[src/rtl/unidade_load_store.sv]
// Load/store unit: RISC-V b/h/w/d loads and stores against a synchronous-read
// 64-bit data memory. Sub-doubleword stores are done as read-modify-write.
module unidade_load_store #(
  parameter int unsigned ADDR_BITS = 5
) (
  input  logic                 clk,
  input  logic                 rst,
  input  logic                 req_valid,
  output logic                 req_ready,
  input  logic                 req_we,
  input  logic [2:0]           req_funct3,
  input  logic [63:0]          req_addr,
  input  logic [63:0]          req_wdata,
  output logic                 resp_valid,
  output logic [63:0]          resp_rdata,
  output logic                 resp_err,
  output logic [ADDR_BITS-1:0] mem_addr,
  output logic                 mem_we,
  output logic [63:0]          mem_din,
  input  logic [63:0]          mem_dout
);

  typedef enum logic [2:0] {IDLE, READ, WAIT, WRITE, RESP} state_t;

  state_t      state, state_next;
  logic [2:0]  off_q;
  logic [2:0]  f3_q;
  logic        we_q;
  logic [63:0] wdata_q;
  logic        accept;
  logic        bad;
  logic [5:0]  shamt;
  logic [63:0] shifted;
  logic [63:0] load_val;
  logic [63:0] mask;
  logic [63:0] mask_sh;
  logic [63:0] merged;
  logic        unused_addr_bits;

  assign unused_addr_bits = ^req_addr[63:ADDR_BITS+3];

  assign req_ready  = (state == IDLE);
  assign resp_valid = (state == RESP);
  assign mem_we     = (state == WRITE);
  assign accept     = req_valid && req_ready;

  // Illegal size codes and misaligned addresses are rejected before any memory access.
  always_comb begin
    bad = 1'b0;
    if (req_funct3 == 3'b111 || (req_we && req_funct3[2])) bad = 1'b1;
    case (req_funct3[1:0])
      2'b01:   if (req_addr[0])          bad = 1'b1;
      2'b10:   if (req_addr[1:0] != '0)  bad = 1'b1;
      2'b11:   if (req_addr[2:0] != '0)  bad = 1'b1;
      default: ;
    endcase
  end

  always_ff @(posedge clk) begin
    if (rst) state <= IDLE;
    else     state <= state_next;
  end

  always_comb begin
    state_next = state;
    case (state)
      IDLE: begin
        if (accept) begin
          if (bad)                                   state_next = RESP;
          else if (req_we && req_funct3[1:0] == 2'b11) state_next = WRITE;
          else                                       state_next = READ;
        end
      end
      READ:    state_next = WAIT;
      WAIT:    state_next = we_q ? WRITE : RESP;
      WRITE:   state_next = RESP;
      RESP:    state_next = IDLE;
      default: state_next = IDLE;
    endcase
  end

  assign shamt   = {off_q, 3'b000};
  assign shifted = mem_dout >> shamt;

  always_comb begin
    load_val = '0;
    case (f3_q)
      3'b000:  load_val = {{56{shifted[7]}},  shifted[7:0]};
      3'b001:  load_val = {{48{shifted[15]}}, shifted[15:0]};
      3'b010:  load_val = {{32{shifted[31]}}, shifted[31:0]};
      3'b011:  load_val = shifted;
      3'b100:  load_val = {56'd0, shifted[7:0]};
      3'b101:  load_val = {48'd0, shifted[15:0]};
      3'b110:  load_val = {32'd0, shifted[31:0]};
      default: load_val = '0;
    endcase
  end

  always_comb begin
    mask = '1;
    case (f3_q[1:0])
      2'b00:   mask = 64'h0000_0000_0000_00FF;
      2'b01:   mask = 64'h0000_0000_0000_FFFF;
      2'b10:   mask = 64'h0000_0000_FFFF_FFFF;
      default: mask = '1;
    endcase
  end

  assign mask_sh = mask << shamt;
  assign merged  = (mem_dout & ~mask_sh) | ((wdata_q << shamt) & mask_sh);

  // Store data goes to mem_din at acceptance (used directly by sd); RMW stores
  // overwrite it with the merged doubleword while in WAIT.
  always_ff @(posedge clk) begin
    if (rst) begin
      off_q      <= '0;
      f3_q       <= '0;
      we_q       <= 1'b0;
      wdata_q    <= '0;
      mem_addr   <= '0;
      mem_din    <= '0;
      resp_rdata <= '0;
      resp_err   <= 1'b0;
    end else begin
      if (accept) begin
        off_q    <= req_addr[2:0];
        f3_q     <= req_funct3;
        we_q     <= req_we;
        wdata_q  <= req_wdata;
        mem_addr <= req_addr[ADDR_BITS+2:3];
        if (req_we) mem_din <= req_wdata;
        if (bad) begin
          resp_err   <= 1'b1;
          resp_rdata <= '0;
        end
      end
      if (state == WAIT) begin
        if (we_q) begin
          mem_din <= merged;
        end else begin
          resp_rdata <= load_val;
          resp_err   <= 1'b0;
        end
      end
      if (state == WRITE) begin
        resp_rdata <= '0;
        resp_err   <= 1'b0;
      end
    end
  end

endmodule

[config.mk]
export PLATFORM = sky130hd
export DESIGN_NAME = unidade_load_store
export DESIGN_NICKNAME = d
export VERILOG_FILES = /design/src/rtl/unidade_load_store.sv
export SDC_FILE = /design/constraint.sdc
export NUM_CORES = 1
export LEC_CHECK = 0
export ABC_AREA = 1
export BUFFER_PORTS_ARGS = -buffer_cell sky130_fd_sc_hd__buf_2
export CORE_MARGIN = 5
export CORE_UTILIZATION = 40
export CTS_BUF_LIST = sky130_fd_sc_hd__clkbuf_8
export CTS_CLUSTER_SIZE = 20
export DETAILED_ROUTE_END_ITERATION = 8
export GPL_TIMING_DRIVEN = 0
export SYNTH_ARGS = -nofsm -noshare
export SYNTH_HDL_FRONTEND = slang
export SYNTH_SLANG_ARGS = --single-unit
[constraint.sdc]
create_clock -name clk -period 2.26 [get_ports clk]
set_clock_uncertainty 0.05 [all_clocks]
set_input_delay 0.452 -clock clk [delete_from_list [all_inputs] [get_ports clk]]
set_output_delay 0.452 -clock clk [all_outputs]
set_load 0.03 [all_outputs]
### Word level (Yosys, flattened, before mapping)

Cells that the tools add are included.
Widths: inputs -> output; s select.

* flip-flop bits (word level): 208
* input port bits: 199
* output and inout port bits: 137
* logic and storage cells: 67

* eq/ne operators: 17
* shift-type cells: 3
* mux-type cells: 24
* bitwise operators: 4
* reduce and logical (&&, ||, !) cells: 10

Operators with widths (count)
* $mux 64: 8
* $pmux 64 s7: 1
* $pmux 64 s3: 1
* $and 64x64->64: 2
* $shl 64x6->64: 2
* $not 64->64: 1
* $or 64x64->64: 1
* $shr 64x6->64: 1
* $eq 3x3->1 const B: 5
* $eq 3x2->1 const B: 4
* $pmux 3 s4: 1
* $mux 3: 3
* $mux 1: 8
* $eq 2x2->1 const B: 3
* $eq 3x1->1 const B: 2
* $logic_not 3->1: 2
* $eq 2x1->1 const B: 2
* $logic_and 1x1->1: 3
* $pmux 1 s3: 1
* $reduce_bool 3->1: 1
* $logic_not 2->1: 1
* $mux 2: 1
* $ne 2x1->1 const B: 1
* $reduce_bool 2->1: 1
* 2 further kinds: 2

### Depth between registers and ports, before layout

* depth in word-level cells: 9
* depth in mapped cells: 13
* depth with buffers taken out: 10

### Worst setup path before layout

Ideal clock, no wire load.

* path kind: register -> register
* start: register state[0]
* end: register mem_din[11]
* arrival time: 1.485 ns
* data required time: 2.078 ns
* path slack: 0.593 ns
* cell stages (with the launch flop): 13
* buffers on the path: 2
* cell sequence: dfxtp_1 > nor2_2 > nand2_1 > inv_2 > nand2_2 > nor2_2 > inv_1 > buf_6 > buf_6 > nor2_1 > nor2_1 > o21ai_0 > a21oi_1

* longest elaborated chain between the ends: 5

Ends and longest elaborated chain
* start, declared: RTL line 25 `state_t state, state_next;`
* start signal, assigned: RTL line 61 `else state <= state_next;`
* $logic_not 3->1 *: RTL line 42 `assign req_ready = (state == IDLE);`
* via req_ready: RTL line 9 `output logic req_ready,`
* $logic_and 1x1->1 *: RTL line 45 `assign accept = req_valid && req_ready;`
* $mux 64 *: RTL line 125 `if (accept) begin`
* $mux 64: RTL line 138 `if (we_q) begin`
* $mux 64 *: RTL line 137 `if (state == WAIT) begin`
* end signal, assigned: RTL line 131 `if (req_we) mem_din <= req_wdata;`
* end signal, assigned: RTL line 139 `mem_din <= merged;`
* end, declared: RTL line 19 `output logic [63:0] mem_din,`

The timed path passes the listed nets; every way through them passes the cells marked *.
A chain may end at the register's enable or synchronous reset.

### Final worst setup path

* start: register off_q[0]
* end: register resp_rdata[2]

* longest elaborated chain between the ends: 4

Ends and longest elaborated chain
* start, declared: RTL line 26 `logic [2:0] off_q;`
* start signal, assigned: RTL line 126 `off_q <= req_addr[2:0];`
* $shr 64x6->64: RTL line 83 `assign shifted = mem_dout >> shamt;`
* $pmux 64 s7: RTL line 87 `case (f3_q)`
* $mux 64: RTL line 138
* $mux 64: RTL line 137
* end signal, assigned: RTL line 141 `resp_rdata <= load_val;`
* end, declared: RTL line 15 `output logic [63:0] resp_rdata,`

Every way passes these cells.

==> reports/metrics.cfg <==
[cts]
insertion_delay_ns = 0.57
numCtsBuffers = 37
cts_buffer_depth = 3
clkSinkCount = 208
cts-root-buf = clkbuf_8
hold_buffers = 0
cts.clk_slew.worst_paths_ns = 0.06
cts_tree = built
cts.htree.levels = 2

[floorplanning]
coreArea_sq_um = 30700
start_util = 0.408
num_rows = 64
dieWidth_um = 187
die-area_sq_um = 35000
die_h_um = 187
pin_count = 336

[global_routing]
grt_pass1_vias = 15300
antenna_found_initial = 2
grt_util_all_layers = 0.371
grt.busiest_layer = met2
overflow = 0
met3_usage = 0.0849
met2_usage = 0.602
grt_use_met1 = 0.448
grt_pass1_wl_um = 98100
grt_max_degree = 11

[setup_path]
reg2reg_to = resp_rdata[2]$_SDFF_PP0_
critical_path.startpoint = off_q[0]$_SDFFE_PP0P_
r2r_slack_ns = -0.003
setup.worst_path.class = flip-flop to flip-flop
critPathLaunchType = flip-flop
reg2reg_from = off_q[0]$_SDFFE_PP0P_
endpoint = resp_rdata[2]$_SDFF_PP0_
worstPathArrival_ns = 2.69
worst-r2r-cell-count = 8
critPathRequiredTime_ns = 2.69
crit_path_end_kind = flip-flop
worstPathMaxFanout = 10

[sta]
setup_slack_ns = -0.00285
slew_headroom = 0.346
setup_violations = 1
setup_tns_ns = -0.00285
finalHoldViolCount = 0
fin_crit_ns = 2.26
rsz0062_at_grt = no
whs_ns = 0.0870
fmax_mhz = 442
min_period_over_period = 1.00
drv_slew = 0
max_slew.worst_pin.slew_ns = 0.981

[routing]
remaining_drc_errors = 0
first_iter_violations = 1668
drtPass1Iterations = 6
viasPerCell = 5.77
num_vias = 15800
wl_um = 68200
post_drt_wl_per_cell_um = 24.9
ant_nets = 0

[run_status]
status = finished with violations
violations = negative setup slack

[yosys]
ys_types = 35
yosys_warnings = 0
synthFlopType = dfxtp_1
netlist_instances = 2000
synth_nets = 2199
ys_seq_elements = 208
async_flop_share = 0
netlist_area_sq_um = 12500
synth_edf_count = 0
syn_avg_cell_area_sq_um = 6.27
ys_seq_area_frac = 0.332

[final_layout]
syn_to_final_growth_pct = 21.8
layout_common_cells = nand2_1 (503), buf_2 (340), a21oi_1 (255), o21ai_0 (215), dfxtp_1 (208)
multiInputGateArea_sq_um = 7090
regArea_sq_um = 4160
n_fill_cell = 3351
fin_nets = 2517
post-route-cell-area_sq_um = 15300
final_common_cell = nand2_1
antenna_cells = 0
drive_gt1_frac = 0.210

[placement]
post-dp-hpwl_um = 56300
dpl_cell_area_sq_um = 14400
io_buffers = 278
place.gp.congestion = 1.08

[power]
seqPwrFrac = 0.344
clockPowerShare = 0.298
p_leak_nw = 7.07
ir_worst_vdd_mv = 0.447
power_switching_share = 0.412
total_power_w = 0.0119
power.density_nw_per_um2 = 782
pwr-share-comb = 0.357
p_switching_w = 0.00492
internal-power_w = 0.00702

[job]
cap_violations = 0

[min_path]
hp-class = primary input to flip-flop

kinds of logic after synthesis:
group	after synthesis	synth area share
and+or+nand+nor	905	0.303
AOI/OAI and AO/OA	597	0.252
buffers and inverters	285	0.109
DFF	208	0.332
muxes	5	0.00399
state kept, by name, summed over array words and instances, names as in the netlist:
| name | count |
|---|---|
| mem_din | 64 |
| resp_rdata | 64 |
| wdata_q | 64 |
| mem_addr | 5 |
| f3_q | 3 |
| off_q | 3 |
| state | 3 |
| resp_err | 1 |
| we_q | 1 |
what timing repair did:
action,in CTS,in global routing
gates resized for setup,26,37
endpoints found under the setup margin,56,42
pin swaps,0,1
setup buffers,0,1
power by group through the flow:
stage          logic [W]  clock network (W)  registers (W)
2_1_floorplan    0.00229                  0        0.00437
6_report         0.00426            0.00356        0.00411
3_5_place_dp     0.00407                  0        0.00417
5_1_grt          0.00452            0.00373        0.00413
4_1_cts          0.00411            0.00359        0.00410
3_3_place_gp     0.00406                  0        0.00417
cell usage after synthesis (all sizes together) (6+ instances only):
| cell | instances | area share |
|---|---|---|
| inv | 114 | 0.034 |
| clkbuf | 64 | 0.019 |
| o21ai | 281 | 0.11 |
| nand3 | 187 | 0.077 |
| buf | 106 | 0.055 |
| nor2 | 171 | 0.054 |
| nand2 | 507 | 0.15 |
| o211ai | 37 | 0.022 |
| nand4 | 30 | 0.015 |
| nor3 | 6 | 0.0024 |
| o311ai | 7 | 0.0049 |
| a21oi | 256 | 0.10 |
| dfxtp | 208 | 0.33 |
final cells by class:
cell class                 count  area share
timing repair buffer         279      0.0916
clock buffer                  44      0.0397
multi-input combinational   1507       0.465
clock inverter                20     0.00770
inverter                     115      0.0283
buffer                       170      0.0629
tap                          396      0.0325
sequential                   208       0.273
per-stage QoR:
step                      setup WS [ns]  cells   util
final                          -0.00285   2739  0.496
after global routing            0.00382   2739  0.496
after CTS                      0.000407   2738  0.494
after detailed placement         -0.356   2674  0.469
after global placement           -0.337   2674  0.469
after floorplan                   0.593   2000      -
worst min-delay path by stage:
stage	cells after the start	slack, ns	startpoint	to
floorplan	2	0.37	wdata_q[61]$_SDFFE_PP0P_	wdata_q[61]$_SDFFE_PP0P_
global placement	2	0.40	mem_addr[0]$_SDFFE_PP0P_	mem_addr[0]$_SDFFE_PP0P_
detailed placement	2	0.41	wdata_q[60]$_SDFFE_PP0P_	wdata_q[60]$_SDFFE_PP0P_
CTS	3	0.08	req_addr[5]	mem_addr[2]$_SDFFE_PP0P_
global route	3	0.1	req_addr[7]	mem_addr[4]$_SDFFE_PP0P_
finish	3	0.09	req_addr[6]	mem_addr[3]$_SDFFE_PP0P_
critical path, stage by stage, from the launching register on:
cell and delay (ns):
dfxtp_1 0.32, buf_6 0.16, buf_6 0.17, buf_4 0.22, buf_6 0.18, nor2_1 0.10
o311ai_1 0.52, nand3_1 0.27, a21oi_1 0.19
routing by layer:
metal / wire length [um] / vias to the layer above / share of wire
li1: - / 7344 / -
met1: 26500 / 7366 / 0.39
met2: 30900 / 879 / 0.45
met3: 6070 / 222 / 0.089
met4: 4700 / 4 / 0.069
met5: 25 / - / 0.00037
Power figures use the tool's default switching activity.
